==> src/rtl/memory_stage.sv <==
// rtl/memory_stage.sv - Pipeline MEM stage: data-memory access, stack pointer and CALL/RET/RTI sequencing.
module memory_stage #(
   parameter int                ADDR_W  = 16,
   parameter logic [ADDR_W-1:0] SP_INIT = 16'hFFFF
) (
   input  logic              CLK,
   input  logic              Reset,
   input  logic [105:0]      In,
   output logic [ADDR_W-1:0] mem_addr,
   output logic [15:0]       mem_wdata,
   output logic              mem_we,
   input  logic [15:0]       mem_rdata,
   output logic              stall,
   output logic              pc_load,
   output logic [31:0]       pc_value,
   output logic              flags_load,
   output logic [2:0]        flags_value,
   output logic              wb_en,
   output logic [2:0]        wb_addr,
   output logic [15:0]       wb_data,
   output logic [15:0]       out_port,
   output logic [19:0]       Fwd_mem
);

   typedef enum logic [2:0] {IDLE, CALL2, RET2, RTI2, RTI3} state_t;

   state_t            state;
   logic [ADDR_W-1:0] sp;
   logic [15:0]       holdWord;

   logic [15:0] inPort, rsrcVal, aluRes;
   logic [31:0] nextPc;
   logic [2:0]  rdstAddr;
   logic        isPush, isPop, isRet, isRti, isIn, isOut, isCall, isRead, isWrite, isBubble;
   logic        unusedBits;

   assign inPort   = In[98:83];
   assign nextPc   = In[82:51];
   assign rsrcVal  = In[50:35];
   assign aluRes   = In[34:19];
   assign rdstAddr = In[15:13];
   assign isPush   = In[11];
   assign isPop    = In[10];
   assign isRet    = In[9];
   assign isRti    = In[8];
   assign isRead   = In[7] | In[2];
   assign isIn     = In[6];
   assign isOut    = In[5];
   assign isCall   = In[3];
   assign isWrite  = In[1];
   assign isBubble = ~|In[11:0];
   assign unusedBits = ^{In[105:99], In[18:16], In[12], In[4]};

   logic [ADDR_W-1:0] spP1, spP2, spP3, spM1, spM2;
   assign spP1 = sp + ADDR_W'(1);
   assign spP2 = sp + ADDR_W'(2);
   assign spP3 = sp + ADDR_W'(3);
   assign spM1 = sp - ADDR_W'(1);
   assign spM2 = sp - ADDR_W'(2);

   logic [ADDR_W-1:0] addrC;
   logic [15:0]       wdataC;
   logic              weC, stallC;

   // Stack ops outrank plain memory ops; reads are placed before writes so a read cycle never writes.
   always_comb begin
      addrC  = aluRes[ADDR_W-1:0];
      wdataC = rsrcVal;
      weC    = 1'b0;
      stallC = 1'b0;
      case (state)
         IDLE: begin
            if (isRti || isRet) begin
               addrC  = spP1;
               stallC = 1'b1;
            end else if (isCall) begin
               addrC  = sp;
               wdataC = nextPc[31:16];
               weC    = 1'b1;
               stallC = 1'b1;
            end else if (isPush) begin
               addrC = sp;
               weC   = 1'b1;
            end else if (isPop) begin
               addrC = spP1;
            end else if (isWrite && !isRead) begin
               weC = 1'b1;
            end
         end
         CALL2: begin
            addrC  = spM1;
            wdataC = holdWord;
            weC    = 1'b1;
         end
         RET2: addrC = spP2;
         RTI2: begin
            addrC  = spP2;
            stallC = 1'b1;
         end
         RTI3: addrC = spP3;
         default: ;
      endcase
   end

   // Reset must silence the write strobe and freeze request before the flops settle.
   assign mem_addr  = addrC;
   assign mem_wdata = wdataC;
   assign mem_we    = weC & ~Reset;
   assign stall     = stallC & ~Reset;
   assign Fwd_mem   = {wb_en, wb_addr, wb_data};

   always_ff @(posedge CLK or posedge Reset) begin
      if (Reset) begin
         state       <= IDLE;
         sp          <= SP_INIT;
         holdWord    <= '0;
         wb_en       <= 1'b0;
         wb_addr     <= '0;
         wb_data     <= '0;
         out_port    <= '0;
         pc_load     <= 1'b0;
         pc_value    <= '0;
         flags_load  <= 1'b0;
         flags_value <= '0;
      end else begin
         pc_load    <= 1'b0;
         flags_load <= 1'b0;
         case (state)
            IDLE: begin
               if (isRti) begin
                  flags_value <= mem_rdata[2:0];
                  wb_en       <= 1'b0;
                  state       <= RTI2;
               end else if (isRet) begin
                  holdWord <= mem_rdata;
                  wb_en    <= 1'b0;
                  state    <= RET2;
               end else if (isCall) begin
                  holdWord <= nextPc[15:0];
                  wb_en    <= 1'b0;
                  state    <= CALL2;
               end else if (isBubble) begin
                  wb_en <= 1'b0;
               end else begin
                  wb_en   <= In[0];
                  wb_addr <= rdstAddr;
                  if (isPush) begin
                     sp      <= spM1;
                     wb_data <= aluRes;
                  end else if (isPop) begin
                     sp      <= spP1;
                     wb_data <= mem_rdata;
                  end else if (isRead) begin
                     wb_data <= mem_rdata;
                  end else if (isWrite) begin
                     wb_data <= aluRes;
                  end else if (isIn) begin
                     wb_data <= inPort;
                  end else if (isOut) begin
                     out_port <= rsrcVal;
                     wb_en    <= 1'b0;
                  end else begin
                     wb_data <= aluRes;
                  end
               end
            end
            CALL2: begin
               sp    <= spM2;
               wb_en <= 1'b0;
               state <= IDLE;
            end
            RET2: begin
               pc_value <= {mem_rdata, holdWord};
               pc_load  <= 1'b1;
               sp       <= spP2;
               wb_en    <= 1'b0;
               state    <= IDLE;
            end
            RTI2: begin
               holdWord <= mem_rdata;
               wb_en    <= 1'b0;
               state    <= RTI3;
            end
            RTI3: begin
               pc_value   <= {mem_rdata, holdWord};
               pc_load    <= 1'b1;
               flags_load <= 1'b1;
               sp         <= spP3;
               wb_en      <= 1'b0;
               state      <= IDLE;
            end
            default: state <= IDLE;
         endcase
      end
   end

endmodule

==> config.mk <==
export PLATFORM = sky130hd
export DESIGN_NAME = memory_stage
export DESIGN_NICKNAME = d
export VERILOG_FILES = /design/src/rtl/memory_stage.sv
export SDC_FILE = /design/constraint.sdc
export NUM_CORES = 1
export LEC_CHECK = 0
export ABC_AREA = 1
export CAP_MARGIN = 20
export CORE_MARGIN = 2
export CORE_UTILIZATION = 52
export CTS_CLUSTER_DIAMETER = 30
export DETAILED_ROUTE_END_ITERATION = 16
export GPL_TIMING_DRIVEN = 1
export PLACE_DENSITY = 0.92
export RECOVER_POWER = 50
export SLEW_MARGIN = 20
export SYNTH_ARGS = -nofsm -noshare
export SYNTH_HDL_FRONTEND = slang
export SYNTH_SLANG_ARGS = --single-unit
==> constraint.sdc <==
create_clock -name CLK -period 5.8 [get_ports CLK]
set_input_delay 1.16 -clock CLK [delete_from_list [all_inputs] [get_ports CLK]]
set_output_delay 1.16 -clock CLK [all_outputs]
set_load 0.05 [all_outputs]
==> After elaboration in Yosys (flattened, before gate mapping) <==
Cells that the tools add are included.
{ "totals": {"reg_bits": 108, "inputBits": 124, "elab_cells": 108} }
{ "op_classes": {"n_addsub": 5, "n_eq_ne": 12, "muxes": 51, "n_bitwise": 12, "n_reduce_logical": 17} }
{ "op_table": {"columns": ["op", "count"], "rows": [
  ["$mux W16", 21],
  ["$pmux W16 S4", 2],
  ["$pmux W16 S2", 2],
  ["$add A16 B2 Y16 const B", 2],
  ["$mux W1", 19],
  ["$add A16 B1 Y16 const B", 1],
  ["$sub A16 B1 Y16 const B", 1],
  ["$sub A16 B2 Y16 const B", 1],
  ["$reduce_and A6 Y1", 2],
  ["$reduce_or A12 Y1", 1],
  ["$reduce_and A11 Y1", 1],
  ["$mux W3", 3],
  ["$not A1 Y1", 9],
  ["$ne A2 B2 Y1 const B", 4],
  ["$eq A3 B2 Y1 const B", 2],
  ["$ne A3 B3 Y1 const B", 2],
  ["$ne A6 B2 Y1 const B", 1],
  ["$pmux W1 S2", 3],
  ["$pmux W3 S2", 1],
  ["$reduce_and A5 Y1", 1],
  ["$ne A4 B4 Y1 const B", 1],
  ["$reduce_bool A2 Y1", 2],
  ["$reduce_bool A4 Y1", 1],
  ["$reduce_or A2 Y1", 2],
  ["other kinds (11)", 12]
]} }

==> Longest topological paths before layout <==
{ "depth": {"ltp_word": 11, "ltp_mapped": 13, "depth_no_buf": 13} }

==> Least setup slack after synthesis <==
OpenSTA, ideal clock, no wires.
{ "synth_path": {"path_type": "input -> output", "startpoint": "input port In[11]", "endpoint": "output port mem_addr[0]", "t_arrival_ns": 3.021, "setup_slack_ns": 1.619, "cell_stages": 6, "n_path_buf": 1, "cell_sequence": "buf_2 > nor2_1 > a21oi_1 > o21ai_0 > a211oi_1 > o21ai_0"} }
{ "synth_via": {"elab_chain_len": 4} }
{ "synth_lines": {"columns": ["item", "line", "source"], "rows": [
  ["start, declared", "8", "input logic [105:0] In,"],
  ["$mux W16", "81", "end else if (isPush) begin"],
  ["$mux W16", "76", "end else if (isCall) begin"],
  ["$mux W16", "73", "if (isRti || isRet) begin"],
  ["$pmux W16 S4", "71", "case (state)"],
  ["end, declared", "9", "output logic [ADDR_W-1:0] mem_addr,"]
]} }
No other way between the ends.

==> Final worst setup path <==
{ "layout_path": {"startpoint": "register state[1]", "endpoint": "register sp[8]"} }
{ "layout_via": {"elab_chain_len": 3, "word_cells_on_any_way": 12, "classes_between": "eq/ne: 8; mux: 1; reduce/logical: 3"} }
{ "layout_lines": {"columns": ["item", "line", "source"], "rows": [
  ["start, declared", "27", "state_t state;"],
  ["start signal, assigned", "114", "state <= IDLE;"],
  ["start signal, assigned", "133", "state <= RTI2;"],
  ["start signal, assigned", "137", "state <= RET2;"],
  ["$eq A3 B3 Y1, or another cell as far along", "128", "case (state)"],
  ["$reduce_bool A4 Y1 (no source line), or another cell as far along", null, null],
  ["$reduce_and A6 Y1 (no source line)", null, null],
  ["end signal, assigned", "148", "sp <= spM1;"],
  ["end signal, assigned", "151", "sp <= spP1;"],
  ["end signal, assigned", "168", "sp <= spM2;"],
  ["end, declared", "28", "logic [ADDR_W-1:0] sp;"]
]} }
Parallel ways exist; a longest one is shown, timed or not.
A chain may end at the register's enable or synchronous reset.

==> impl_metrics.tcl <==
set metrics [dict create \
    fmax_mhz 193 \
    final.min_clock_period_ps 5180 \
    antenna_found_initial 0 \
    cp.required_ps 6100 \
    setup_violations 0 \
    synth_top_area_share_pct 27.8 \
    die_area_mm2 0.0169 \
    slew-limit-headroom_pct -137 \
    outcome "complete, but fails checks" \
    endpoint_kind "register" \
    cp-start-kind "register" \
    detail-route-antenna-nets 0 \
    final_cell_mix "377 x nand2_1, 198 x clkdlybuf4s50_1, 120 x nor2_1, 116 x inv_1, 111 x nand3_1" \
    die_y_um 130 \
    worstHoldPathCells 2 \
    ys_async_sr_fraction_pct 100 \
    gr-usage-all-layers_pct 38.8 \
    dp_slack_ps 1120 \
    drt_iter0_drc 1199 \
    skew_ps 10.5 \
    cts-hold-fix-buffers 0 \
    final_common_cell "nand2_1" \
    area_growth_pct 31.6 \
    dpl-instance-area_mm2 0.0106 \
    cts_tree "yes" \
    worstPathArrival_ps 5480 \
    dr.pass1.iters 7 \
    grt_max_degree 76 \
    hold_viol 0 \
    tns_ps 0 \
    synthCells 1276 \
    synth_seq_cells 108 \
    wl_um 33500 \
    num_antenna_cells 0 \
    fin_ws_ps 620 \
    grt_first_pass_wirelength_um 49900 \
    drive_above_1_share_pct 6.66 \
    core-area_mm2 0.0157 \
    worstPathMaxFanout 42 \
    overflow 0 \
    drc 0 \
    insertion_delay_ps 370 \
    viasPerCell 5.98 \
    syn_area_mm2 0.00828 \
    period_share_pct 89.3 \
    row_count 46 \
    place_congestion 1.03 \
    fin_hold_ws_ps 472 \
    p_per_area_mw_per_mm2 667 \
    clockBufferDepth 2 \
    synth-edff-count 0 \
    vdd_ir_drop_max_uv 475 \
    cts_buffers 9 \
    clk_pin_slew_ps 90 \
    ys.flop_type "dfrtp_1" \
    pin_count 251 \
    vias 10000 \
    syn_avg_cell_area_um2 6.49 \
    hpwl_um 24500 \
    h-tree-depth 3 \
    r2r_cells 11 \
    rsz0062_at_grt "false" \
    synth_fp_nets 1405 \
    finalPower_uw 7260 \
    cts-root-buf "clkbuf_16" \
    cts.sinks 108 \
    cts-resized-gates 0 \
    drv_slew 92 \
    post_cts_buffers 0 \
    worst_slew_pin_slew_ps 3540 \
    start_util_pct 52.7 \
    power_leakage_uw 0.00503 \
    grt_pass1_vias 9054 \
    maxCapViolCount 2 \
    synth_cell_types 47 \
    avgRoutedWirePerCell_um 20.1 \
    io_buffer_count 239 \
    violations "max-capacitance violations, max-slew violations" \
    synth_area_leaders "dfrtp_1 28%, nand2_1 17%, nand3_1 6.7%, o21ai_0 6.2%, nor2_1 5.4%" \
    nets 1580 \
    synth-seq-area-share_pct 32.9 \
    final_area_mm2 0.0109 \
    synth_warnings 0 \
    die_w_um 130 \
    holdCritPathClass "reg -> reg" \
    worstSetupPathType "reg -> reg" \
    yosysTopAreaCell "dfrtp_1" \
]
==> path summary, 6_finish.rpt <==
check,start,to,slack (ps)
min,pc_value[6],pc_value[6],470
min reg2reg,pc_value[6],pc_value[6],470
min in group asynchronous,Reset,pc_value[31],2340
max,state[1],sp[8],620
max reg2reg,state[1],sp[8],620
max in group asynchronous,Reset,pc_value[27],1420
==> routing by layer <==
metal  part of all wire (%)  global-route usage, %
met1                     37                   48.4
met2                     46                   62.1
met3                     12                   9.43
met4                    5.0                   20.9
met5                      0                      0
==> where the power goes <==
part	internal, uW	switching (uW)	leakage [uW]
Clock	311	346	0.000151
Combinational	1560	3550	0.00356
Sequential	1120	378	0.00132
Total	2990	4270	0.00503
==> synthesized netlist by cell type, types with 3 or more instances <==
| library cell | count |
|---|---|
| nor2_1 | 119 |
| nor2_2 | 4 |
| a31oi_1 | 6 |
| inv_1 | 114 |
| o221ai_1 | 7 |
| nand2_2 | 10 |
| nand3_1 | 111 |
| buf_1 | 5 |
| nand2_1 | 375 |
| buf_4 | 29 |
| mux2_2 | 3 |
| inv_2 | 11 |
| a221oi_1 | 3 |
| buf_6 | 4 |
| buf_2 | 20 |
| a21oi_1 | 79 |
| nand4_1 | 25 |
| nor2_4 | 5 |
| nor3_1 | 12 |
| dfrtp_1 | 92 |
| o21ai_0 | 103 |
| dfstp_2 | 16 |
| xor2_1 | 18 |
| clkbuf_1 | 25 |
| nand3_2 | 4 |
| o211ai_1 | 18 |
| o31ai_1 | 15 |
| clkbuf_2 | 3 |
| nand3b_1 | 4 |
| o21ai_1 | 13 |
| ha_1 | 5 |
==> state kept, by name, summed over array words and instances, names as in the netlist <==
signal,cells
holdWord,16
sp,16
out_port,16
flags_value,3
pc_load,1
state,3
wb_data,16
flags_load,1
wb_en,1
pc_value,32
wb_addr,3
==> logic make-up (layout without fill, tap and decap cells) <==
logic type      after synthesis  in the layout  synth area share (%)
mux                           3              3                 0.408
compound gates              254            254                  17.3
fa+ha+maj                     5              5                 0.756
buf+inv                     213            393                  11.7
flops                       108            108                  32.9
xor+xnor                     19             19                  2.01
simple gates                674            674                  34.9
==> per-stage QoR <==
step	std cells	util, %
after floorplan	1276	-
after global placement	1656	67.4
after detailed placement	1656	67.4
after CTS	1672	69.4
after global routing	1672	69.3
final	1672	69.3
==> area by class of cell <==
type / count / area, um2
Sequential cell: 108 / 2720
Inverter: 127 / 480
Clock inverter: 7 / 86.3
Multi-Input combinational cell: 955 / 4570
Clock buffer: 9 / 225
Timing Repair Buffer: 250 / 2530
Tap cell: 216 / 270
Fill cell: 1365 / 4820
==> worst max-delay path, cell delays in order (launching register included) <==
cell and delay [ps]:
dfrtp_1 410, inv_1 90, nor2_1 1190, nand2_1 600, nand2_1 850, inv_1 800, nand2_1 250, nand2_2 310
inv_4 350, nand2_1 90, nor2_1 90, a21oi_1 70
Note: power is estimated with default switching activity, not from simulation.
